### config.mk
export PLATFORM = sky130hd
export DESIGN_NAME = spell_mem_arbiter
export DESIGN_NICKNAME = d
export VERILOG_FILES = /design/src/rtl/spell_pkg.sv /design/src/rtl/spell_mem_timeout.sv /design/src/rtl/spell_mem_arbiter.sv
export SDC_FILE = /design/constraint.sdc
export NUM_CORES = 1
export LEC_CHECK = 0
export BUFFER_PORTS_ARGS = -buffer_cell sky130_fd_sc_hd__buf_2
export CORE_ASPECT_RATIO = 1.4
export CORE_MARGIN = 3
export CORE_UTILIZATION = 34
export CTS_CLUSTER_SIZE = 40
export DETAILED_ROUTE_END_ITERATION = 10
export SLEW_MARGIN = 20
export SYNTH_ARGS = -nofsm -noshare
export SYNTH_HDL_FRONTEND = slang
export SYNTH_HIERARCHICAL = 1
export SYNTH_SLANG_ARGS = --single-unit
### constraint.sdc
create_clock -name clk -period 3.05 [get_ports clk]
set_input_delay 0.61 -clock clk [delete_from_list [all_inputs] [get_ports clk]]
set_output_delay 0.61 -clock clk [all_outputs]
set_load 0.1 [all_outputs]
### src/rtl/spell_pkg.sv
// Shared types and constants for the SPELL memory-side bus masters.
package spell_pkg;

    typedef enum logic [1:0] {
        IDLE = 2'd0,
        BUSY = 2'd1,
        RESP = 2'd2
    } arb_state_t;

    typedef enum logic {
        GRANT_FETCH = 1'b0,
        GRANT_DATA  = 1'b1
    } grant_t;

    localparam logic [7:0] ERR_DATA_DEFAULT = 8'hFF;

endpackage

### src/rtl/spell_mem_timeout.sv
// Access watchdog: counts enabled cycles and flags the cycle that reaches LIMIT.
module spell_mem_timeout #(
    parameter logic [7:0] LIMIT = 8'd255
) (
    input  logic clk,
    input  logic rst_n,
    input  logic clear,
    input  logic enable,
    output logic expired
);

    logic [7:0] count;

    // NOTE: sequential state uses non-blocking assignments so every register samples pre-edge values.
    always_ff @(posedge clk) begin
        if (!rst_n) begin
            count <= 8'h00;
        end else if (clear) begin
            count <= 8'h00;
        end else if (enable) begin
            count <= count + 8'd1;
        end
    end

    // Asserted during the LIMIT-th enabled cycle, so exactly LIMIT cycles elapse before abort.
    assign expired = enable && (count >= LIMIT - 8'd1);

endmodule

### src/rtl/spell_mem_arbiter.sv
// Round-robin arbiter between the core's fetch and data ports onto the single memory-router bus.
module spell_mem_arbiter
    import spell_pkg::*;
#(
    parameter int         TIMEOUT_CYCLES = 255,
    parameter logic [7:0] ERR_DATA       = ERR_DATA_DEFAULT
) (
    input  logic       clk,
    input  logic       rst_n,
    input  logic       fetch_req,
    input  logic [7:0] fetch_addr,
    output logic       fetch_ack,
    output logic [7:0] fetch_rdata,
    input  logic       data_req,
    input  logic [7:0] data_addr,
    input  logic       data_write,
    input  logic [7:0] data_wdata,
    output logic       data_ack,
    output logic [7:0] data_rdata,
    output logic       mem_select,
    output logic [7:0] mem_addr,
    output logic [7:0] mem_data_in,
    output logic       mem_type_data,
    output logic       mem_write,
    input  logic [7:0] mem_data_out,
    input  logic       mem_data_ready,
    output logic       bus_error,
    input  logic       err_clear
);

    arb_state_t state, state_next;
    grant_t     last_grant, grant_next;
    logic       grant_valid;
    logic       busy;
    logic       timed_out;
    logic       finish;
    logic       abort;
    logic [7:0] resp_data;

    assign busy   = (state == BUSY);
    assign finish = busy && (mem_data_ready || timed_out);
    assign abort  = busy && !mem_data_ready && timed_out;

    spell_mem_timeout #(
        .LIMIT(8'(TIMEOUT_CYCLES))
    ) u_timeout (
        .clk    (clk),
        .rst_n  (rst_n),
        .clear  (state == RESP),
        .enable (busy),
        .expired(timed_out)
    );

    always_ff @(posedge clk) begin
        if (!rst_n) begin
            state <= IDLE;
        end else begin
            state <= state_next;
        end
    end

    // NOTE: every signal driven here gets a default first, so no path can infer a latch.
    always_comb begin
        state_next  = state;
        grant_next  = last_grant;
        grant_valid = 1'b0;
        resp_data   = mem_write ? 8'h00 : (mem_data_ready ? mem_data_out : ERR_DATA);
        case (state)
            IDLE: begin
                if (fetch_req && data_req) begin
                    grant_valid = 1'b1;
                    grant_next  = (last_grant == GRANT_FETCH) ? GRANT_DATA : GRANT_FETCH;
                end else if (fetch_req) begin
                    grant_valid = 1'b1;
                    grant_next  = GRANT_FETCH;
                end else if (data_req) begin
                    grant_valid = 1'b1;
                    grant_next  = GRANT_DATA;
                end
                if (grant_valid) state_next = BUSY;
            end
            BUSY:    if (finish) state_next = RESP;
            RESP:    state_next = IDLE;
            default: state_next = IDLE;
        endcase
    end

    // Bus fields are latched at grant and held untouched until the access completes.
    always_ff @(posedge clk) begin
        if (!rst_n) begin
            last_grant    <= GRANT_FETCH;
            mem_select    <= 1'b0;
            mem_type_data <= 1'b0;
            mem_write     <= 1'b0;
            mem_addr      <= 8'h00;
            mem_data_in   <= 8'h00;
            fetch_ack     <= 1'b0;
            data_ack      <= 1'b0;
            fetch_rdata   <= 8'h00;
            data_rdata    <= 8'h00;
            bus_error     <= 1'b0;
        end else begin
            last_grant <= grant_next;
            fetch_ack  <= 1'b0;
            data_ack   <= 1'b0;
            if (grant_valid) begin
                mem_select    <= 1'b1;
                mem_type_data <= (grant_next == GRANT_DATA);
                mem_write     <= (grant_next == GRANT_DATA) && data_write;
                mem_addr      <= (grant_next == GRANT_DATA) ? data_addr : fetch_addr;
                mem_data_in   <= (grant_next == GRANT_DATA) ? data_wdata : 8'h00;
            end
            if (finish) begin
                mem_select    <= 1'b0;
                mem_type_data <= 1'b0;
                mem_write     <= 1'b0;
                if (last_grant == GRANT_DATA) begin
                    data_ack   <= 1'b1;
                    data_rdata <= resp_data;
                end else begin
                    fetch_ack   <= 1'b1;
                    fetch_rdata <= resp_data;
                end
            end
            // A timeout in the same cycle as a clear still leaves the flag set.
            if (abort) begin
                bus_error <= 1'b1;
            end else if (err_clear) begin
                bus_error <= 1'b0;
            end
        end
    end

endmodule

[After elaboration in Yosys (flattened, before gate mapping)]
Index checks and enable logic that the tools add are counted.
W data, S select, Z words.
Storage, ports and cells
  register bits after elaboration: 49
  bits of input ports: 39
  output and inout bits: 38
  word-level logic and storage cells: 57
Cells by class
  add/sub/neg operators: 1
  order comparisons: 1
  equality and inequality tests: 4
  muxes and demuxes: 20
  bitwise operators: 2
  reduce and logical (&&, ||, !) cells: 16
Operators by type and width (number)
  $mux W8: 4
  $mux W1: 13
  $add A8 B1 Y8 const B: 1
  $ge A8 B8 Y1 const B: 1
  $reduce_and A2 Y1: 4
  $logic_and A1 B1 Y1: 6
  $mux W2: 2
  $pmux W2 S2: 1
  $reduce_or A2 Y1: 2
  $eq A2 B1 Y1 const B: 1
  $eq A2 B2 Y1 const B: 1
  $logic_not A2 Y1: 1
  $ne A2 B1 Y1 const B: 1
  $ne A2 B2 Y1 const B: 1
  $not A1 Y1: 2
  $reduce_bool A2 Y1: 1
  $logic_not A1 Y1: 1
  $logic_or A1 B1 Y1: 1

[Logic depth before layout (Yosys ltp)]
Gate-level depths: netlist (run 1).
  depth in word-level cells: 6
  depth in mapped cells: 9
  gate-level depth less buffers: 7

[Cells and area by module]
Netlist (run 1), hierarchy kept.
By module, submodules not included
  spell_mem_arbiter: instances 1, cells each 160, area each 1594.0 µm², seq. area each 820.8 µm²
  spell_mem_timeout: instances 1, cells each 42, area each 371.6 µm², seq. area each 160.2 µm²

[Least setup slack after synthesis (run 1)]
Ideal clock, no wire load.
  path type: flip-flop to flip-flop
  from: reg state[1]
  to: reg fetch_rdata[0]
  library setup time: 0.126 ns
  data arrival time: 1.627 ns
  slack: 1.297 ns
  cell stages (with the launch flop): 10
  buffers on the path: 2
  clock period less this slack: 1.753 ns
  cells stage by stage: dfxtp_1 nand2b_1 inv_1 buf_4 o2111ai_1 nor2_1 nor2_1 or3_1 buf_6 mux2i_1
On the way
  word-level cells in the longest chain between the ends: 5
RTL lines
  start, declared: RTL line spell_mem_arbiter.sv:31  | arb_state_t state, state_next;
  start signal, assigned: RTL line spell_mem_arbiter.sv:58  | state <= state_next;
  $eq A2 B1 Y1: RTL line spell_mem_arbiter.sv:40  | assign busy = (state == BUSY);
  net busy: RTL line spell_mem_arbiter.sv:34  | logic busy;
  $logic_and A1 B1 Y1: RTL line spell_mem_timeout.sv:26  | assign expired = enable && (count >= LIMIT - 8'd1);
  net timed_out: RTL line spell_mem_arbiter.sv:35  | logic timed_out;
  $logic_or A1 B1 Y1: RTL line spell_mem_arbiter.sv:41  | assign finish = busy && (mem_data_ready || timed_out);
  $logic_and A1 B1 Y1: RTL line spell_mem_arbiter.sv:41
  $reduce_and A2 Y1 (no source line)
  end signal, assigned: RTL line spell_mem_arbiter.sv:122  | fetch_rdata <= resp_data;
  end, declared: RTL line spell_mem_arbiter.sv:13  | output logic [7:0] fetch_rdata,
The timed path passes the listed nets, and every way through them passes these cells.
A chain may end at the register's enable or synchronous reset.

[Worst setup path after layout (run 1)]
  from: reg state[0]
  to: reg data_rdata[3]
On the way
  word-level cells in the longest chain between the ends: 5
RTL lines
  $eq A2 B1 Y1: RTL line spell_mem_arbiter.sv:40
  net busy: RTL line spell_mem_arbiter.sv:34
  $logic_and A1 B1 Y1: RTL line spell_mem_timeout.sv:26
  net timed_out: RTL line spell_mem_arbiter.sv:35
  $logic_or A1 B1 Y1: RTL line spell_mem_arbiter.sv:41
  $logic_and A1 B1 Y1: RTL line spell_mem_arbiter.sv:41
  $reduce_and A2 Y1 (no source line)
  end signal, assigned: RTL line spell_mem_arbiter.sv:119  | data_rdata <= resp_data;
  end, declared: RTL line spell_mem_arbiter.sv:19  | output logic [7:0] data_rdata,
The timed path passes the listed nets, and every way through them passes these cells.

==> impl_metrics.py, run 1 <==
metrics = {
    "run_status": {
        "outcome": "finished clean",
    },
    "detailed_routing": {
        "vias": 1680,
        "drcViolationCount": 0,
        "drt_pass1_iterations": 4,
        "drt_iter0_markers": 39,
        "avgRoutedWirePerCell_microns": 13.4,
        "via_per_inst": 4.93,
        "route.antenna.remaining_nets": 0,
        "wirelength_microns": 4560,
    },
    "global_route": {
        "grt_pass1_vias": 1607,
        "grt_max_degree": 29,
        "grt_first_pass_wirelength_microns": 7540,
        "grt-ovfl-total": 0,
        "gr-usage-all-layers": 0.138,
        "antenna_found_initial": 0,
    },
    "floorplanning": {
        "core_area_sq_um": 5570,
        "die_w_microns": 70.3,
        "die_y_microns": 96.0,
        "die_area_sq_um": 6740,
        "io_pins": 77,
        "start_util": 0.353,
        "fp-row-count": 32,
    },
    "clock_network": {
        "clkTransAtPathRegs_ps": 80,
        "htreeDepth": 2,
        "root_buffer": "clkbuf_8",
        "cts_buffers": 5,
        "cts_hold_buf": 0,
        "cts_max_path_buffers": 2,
        "cts_setup_buffers": 0,
        "insertion_delay_ps": 290,
        "cts_resized": 0,
        "clkSinkCount": 49,
        "cts_tree": "done",
    },
    "placement": {
        "gp_congestion": 0.711,
        "numPortBuffers": 76,
        "dp_hpwl_microns": 3290,
        "pre_cts_ws_ps": 902,
    },
    "critical_path": {
        "end_kind": "flip-flop",
        "start_kind": "flip-flop",
        "crit_slowest_cell": "nand3b_1",
        "path_cells": "nand2b_1 -> inv_1 -> o2111ai_1 -> nor2_1 -> nor2_1 -> nand3b_1 -> mux2i_1",
        "crit_fanout": 11,
        "crit_required_ps": 3210,
        "crit_arrival_ps": 2300,
        "crit_top_cell": "nor2_1",
        "critPathKind": "reg -> reg",
        "crit_family": "simple AND/OR/NAND/NOR gates",
        "crit_buf_inv": 1,
        "slowest_delay_ps": 500,
    },
    "timing": {
        "rsz0062_at_grt": "no",
        "tns_ps": 0,
        "max_slew.worst_pin.slew_ps": 637,
        "fin_crit_ps": 2130,
        "slew_headroom": 0.575,
        "fin_skew_ps": 2.96,
        "setup_violations": 0,
        "fin_crit_sh": 0.700,
        "timing.final.max_slew_violations": 0,
        "fmax_ghz": 0.469,
        "postLayoutSetupSlackWorst_ps": 916,
        "hold_violations": 0,
    },
    "finish": {
        "final_common_cell": "buf_2",
        "area_growth_pct": 24.6,
        "final_util": 0.440,
        "nNetsFinal": 314,
        "mostFrequentLayoutCells": "buf_2, dfxtp_1, nand2_1, mux2i_1, nor2_1",
        "antenna_cells": 0,
        "drive_above_1_share": 0.315,
        "fillCellCount": 572,
    },
    "pwr": {
        "power_density_nw_per_um2": 603,
        "ir_drop_v": 0.000288,
        "p_leak_uw": 0.00121,
        "power_uw": 1480,
    },
    "synth": {
        "yosysWarnings": 6,
        "synth.net_count": 243,
        "synth-edff-count": 0,
        "synth_cells": 202,
        "avgSynthCellArea_sq_um": 9.73,
        "synth.cell_area_sq_um": 1970,
        "ys.flop_type": "dfxtp_1",
        "synth-async-reset-ratio": 0,
        "yosysSeqAreaShare": 0.499,
        "synth-seq-cells": 49,
        "synth.distinct_cells": 35,
    },
    "worst_hold_path": {
        "hp-class": "reg -> reg",
    },
    "flow_run": {
        "maxCapViolations": 0,
    },
}
[sequential cells by signal, indices dropped and copies added, names as in the netlist, 2 cells and up]
register	count
data_rdata	8
u_timeout/count	8
fetch_rdata	8
mem_addr	8
mem_data_in	8
state	2
[synth_stat cells (4+ instances only)]
library cell / count / share of area
a21oi_1: 7 / 0.018
a221o_1: 8 / 0.041
a22o_1: 8 / 0.036
clkbuf_1: 5 / 0.0095
dfxtp_1: 49 / 0.50
inv_1: 5 / 0.0095
mux2i_1: 17 / 0.087
nand2_1: 29 / 0.055
nor2_1: 11 / 0.021
nor3_1: 9 / 0.023
o211ai_1: 8 / 0.031
o21ai_0: 4 / 0.010
or3_1: 5 / 0.016
[power breakdown]
group / switching [uW] / internal, uW
combinational: 311 / 82.1
clock: 201 / 179
sequential: 25.0 / 677
[cells by family (layout without fill, tap and decap cells)]
| group | Yosys count | count (layout) | share of synthesized area |
|---|---|---|---|
| and+or+nand+nor | 70 | 70 | 0.172 |
| muxes | 17 | 17 | 0.0866 |
| DFF | 49 | 49 | 0.499 |
| adders and majority gates | 2 | 2 | 0.0127 |
| xor gates and xnor gates | 4 | 4 | 0.0178 |
| AOI/OAI and AO/OA | 41 | 41 | 0.159 |
| buffers and inverters | 19 | 90 | 0.0522 |
[metal layers]
layer / share of wire / vias to the layer above / track usage
met5: 0 / - / 0
met2: 0.49 / 66 / 0.241
li1: - / 860 / -
met3: 0.071 / 4 / 0.0345
met1: 0.43 / 750 / 0.167
met4: 0.0083 / 0 / 0.0447
[tightest hold or removal path, delay by kind of cell (launching register included)]
family	cells	cell delay (ps)
DFF	1	320
buffers and inverters	1	40
AOI/OAI and AO/OA	1	50
[path summary, 6_finish.rpt]
kind	slack (ps)	depth (start not counted)	from	to
setup / recovery	920	7	state[0]	data_rdata[3]
hold / removal	450	2	mem_select	mem_select
hold reg to reg	450	2	mem_select	mem_select
setup reg to reg	920	7	state[0]	data_rdata[3]
[cell type report]
class	instances	area, sq um	area share
clock buffers	6	82.6	0.0337
clock inverters	1	7.51	0.00307
inverters	6	22.5	0.00920
multi-input cells	134	882	0.360
flip-flops and latches	49	981	0.401
well taps	68	85.1	0.0347
repair buffers	77	388	0.158
[stage by stage]
step,cell area [sq um],instances,hold slack [ps]
4_1_cts,2450,341,458
6_report,2450,341,450
5_1_grt,2450,341,495
3_5_place_dp,2360,334,444
3_3_place_gp,2360,334,435
2_1_floorplan,1970,202,458
(Power assumes the default switching activity.)
==> run 2, diff against run 1 <==
clock period = 2.1 ns   (was 3.05 ns; I/O delays follow)
==> impl_metrics.py, run 2 (synthesized netlist as in run 1, its figures left out) <==
metrics = {
    "detailed_routing": {
        "drcViolationCount": 0,
        "vias": 1691,
        "avgRoutedWirePerCell_microns": 13.3,
        "wirelength_microns": 4590,
        "drt_iter0_markers": 42,
        "via_per_inst": 4.90,
        "drt_pass1_iterations": 5,
        "route.antenna.remaining_nets": 0,
    },
    "timing": {
        "rsz0062_at_grt": "no",
        "max_slew.worst_pin.slew_ps": 650,
        "slew_headroom": 0.567,
        "setup_violations": 0,
        "hold_violations": 0,
        "tns_ps": 0,
        "fin_crit_sh": 0.899,
        "fin_skew_ps": 9.35,
        "fin_crit_ps": 1890,
        "timing.final.max_slew_violations": 0,
        "fmax_ghz": 0.530,
    },
    "floorplanning": {
        "die_area_sq_um": 6740,
        "die_w_microns": 70.3,
        "die_y_microns": 96.0,
        "start_util": 0.353,
        "fp-row-count": 32,
        "io_pins": 77,
        "core_area_sq_um": 5570,
    },
    "finish": {
        "mostFrequentLayoutCells": "buf_2, dfxtp_1, nand2_1, mux2i_1, nor2_1",
        "final_common_cell": "buf_2",
        "final_util": 0.453,
        "area_growth_pct": 28.1,
        "fillCellCount": 551,
        "nNetsFinal": 317,
        "antenna_cells": 0,
        "drive_above_1_share": 0.325,
    },
    "clock_network": {
        "cts_tree": "done",
        "root_buffer": "clkbuf_8",
        "cts_hold_buf": 0,
        "cts_resized": 0,
        "insertion_delay_ps": 300,
        "cts_setup_buffers": 0,
        "clkSinkCount": 49,
        "cts_buffers": 5,
        "htreeDepth": 2,
        "clkTransAtPathRegs_ps": 100,
        "cts_max_path_buffers": 2,
    },
    "critical_path": {
        "r2r_end": "fetch_rdata[2]",
        "cp-endpoint": "fetch_rdata[2]",
        "path_cells": "inv_1 -> ha_1 -> o2111ai_1 -> nor2_1 -> nor2_1 -> or3_1 -> mux2i_1",
        "critPathKind": "reg -> reg",
        "crit_fanout": 9,
        "cp.depth": 7,
        "crit_start": "u_timeout/count[0]",
        "end_kind": "flip-flop",
        "crit_slowest_cell": "or3_1",
        "slowest_delay_ps": 460,
        "crit_arrival_ps": 2120,
        "crit_top_cell": "nor2_1",
        "crit_family": "simple AND/OR/NAND/NOR gates",
        "r2r_cells": 7,
        "rrSetupSlack_ps": 210,
        "crit_buf_inv": 1,
        "r2r-start": "u_timeout/count[0]",
        "start_kind": "flip-flop",
        "crit_required_ps": 2330,
    },
    "pwr": {
        "power_density_nw_per_um2": 952,
        "ir_drop_v": 0.000470,
        "p_leak_uw": 0.00125,
    },
    "run_status": {
        "outcome": "finished clean",
    },
    "global_route": {
        "antenna_found_initial": 0,
        "grt_pass1_vias": 1629,
        "grt_max_degree": 37,
        "grt-ovfl-total": 0,
        "gr-usage-all-layers": 0.139,
        "grt_first_pass_wirelength_microns": 7550,
    },
    "placement": {
        "gp_congestion": 0.702,
        "dp_hpwl_microns": 3370,
        "numPortBuffers": 76,
    },
    "worst_hold_path": {
        "hp-class": "in -> reg",
    },
    "flow_run": {
        "maxCapViolations": 0,
    },
}
==> run 2: changes by cell type in the layout (fill, tap and decap cells not counted), sizes merged <==
cell / change
buf: +3
bufinv: +2
inv: +1
clkbuf: -1
clkinvlp: -1
==> run 2: worst register-to-register path, cell delays in order (launching register included) <==
cell       delay [ps]
dfxtp_1           410
inv_1              70
ha_1              190
o2111ai_1         170
nor2_1             80
nor2_1            210
or3_1             460
mux2i_1           240
==> run 2: area by class of cell <==
class / count / area (sq um) / share of cell area
inverter: 6 / 22.5 / 0.00894
tap: 68 / 85.1 / 0.0338
timing repair buffer: 80 / 410 / 0.163
clock inverter: 3 / 68.8 / 0.0273
clock buffer: 5 / 68.8 / 0.0273
multi-input combinational: 134 / 882 / 0.350
sequential: 49 / 981 / 0.389
==> run 2: metal layers <==
metal  vias to the layer above  GRT usage  share of wire
met5                         -          0              0
met4                         0     0.0479         0.0091
met3                         4     0.0397          0.072
met2                        58      0.232           0.47
met1                       759      0.171           0.45
li1                        870          -              -
==> run 2: how the worst min path moves through the flow <==
stage	from	to	slack, ps	depth (start not counted)
detailed placement	mem_select	mem_select	440	2
finish	data_addr[6]	mem_addr[6]	340	2
global route	data_addr[6]	mem_addr[6]	320	2
global placement	mem_select	mem_select	440	2
CTS	data_wdata[0]	mem_data_in[0]	330	2
floorplan	u_timeout/count[7]	u_timeout/count[7]	460	2
==> run 2: power by group <==
group / switching, uW / total, uW / internal, uW
Sequential: 36.0 / 1020 / 984
Clock: 322 / 802 / 479
Combinational: 453 / 577 / 124
Total: 811 / 2400 / 1590
==> run 2: metrics by stage <==
stage,cell area (sq um),total power (uW),hold WS (ps),worst slack [ps],instances
floorplan,1970,1510,458,347,202
finish,2520,2400,340,213,345
CTS,2520,2440,326,204,345
detailed placement,2380,1620,438,222,337
global placement,2380,1620,435,291,337
global route,2520,2510,324,21.6,345
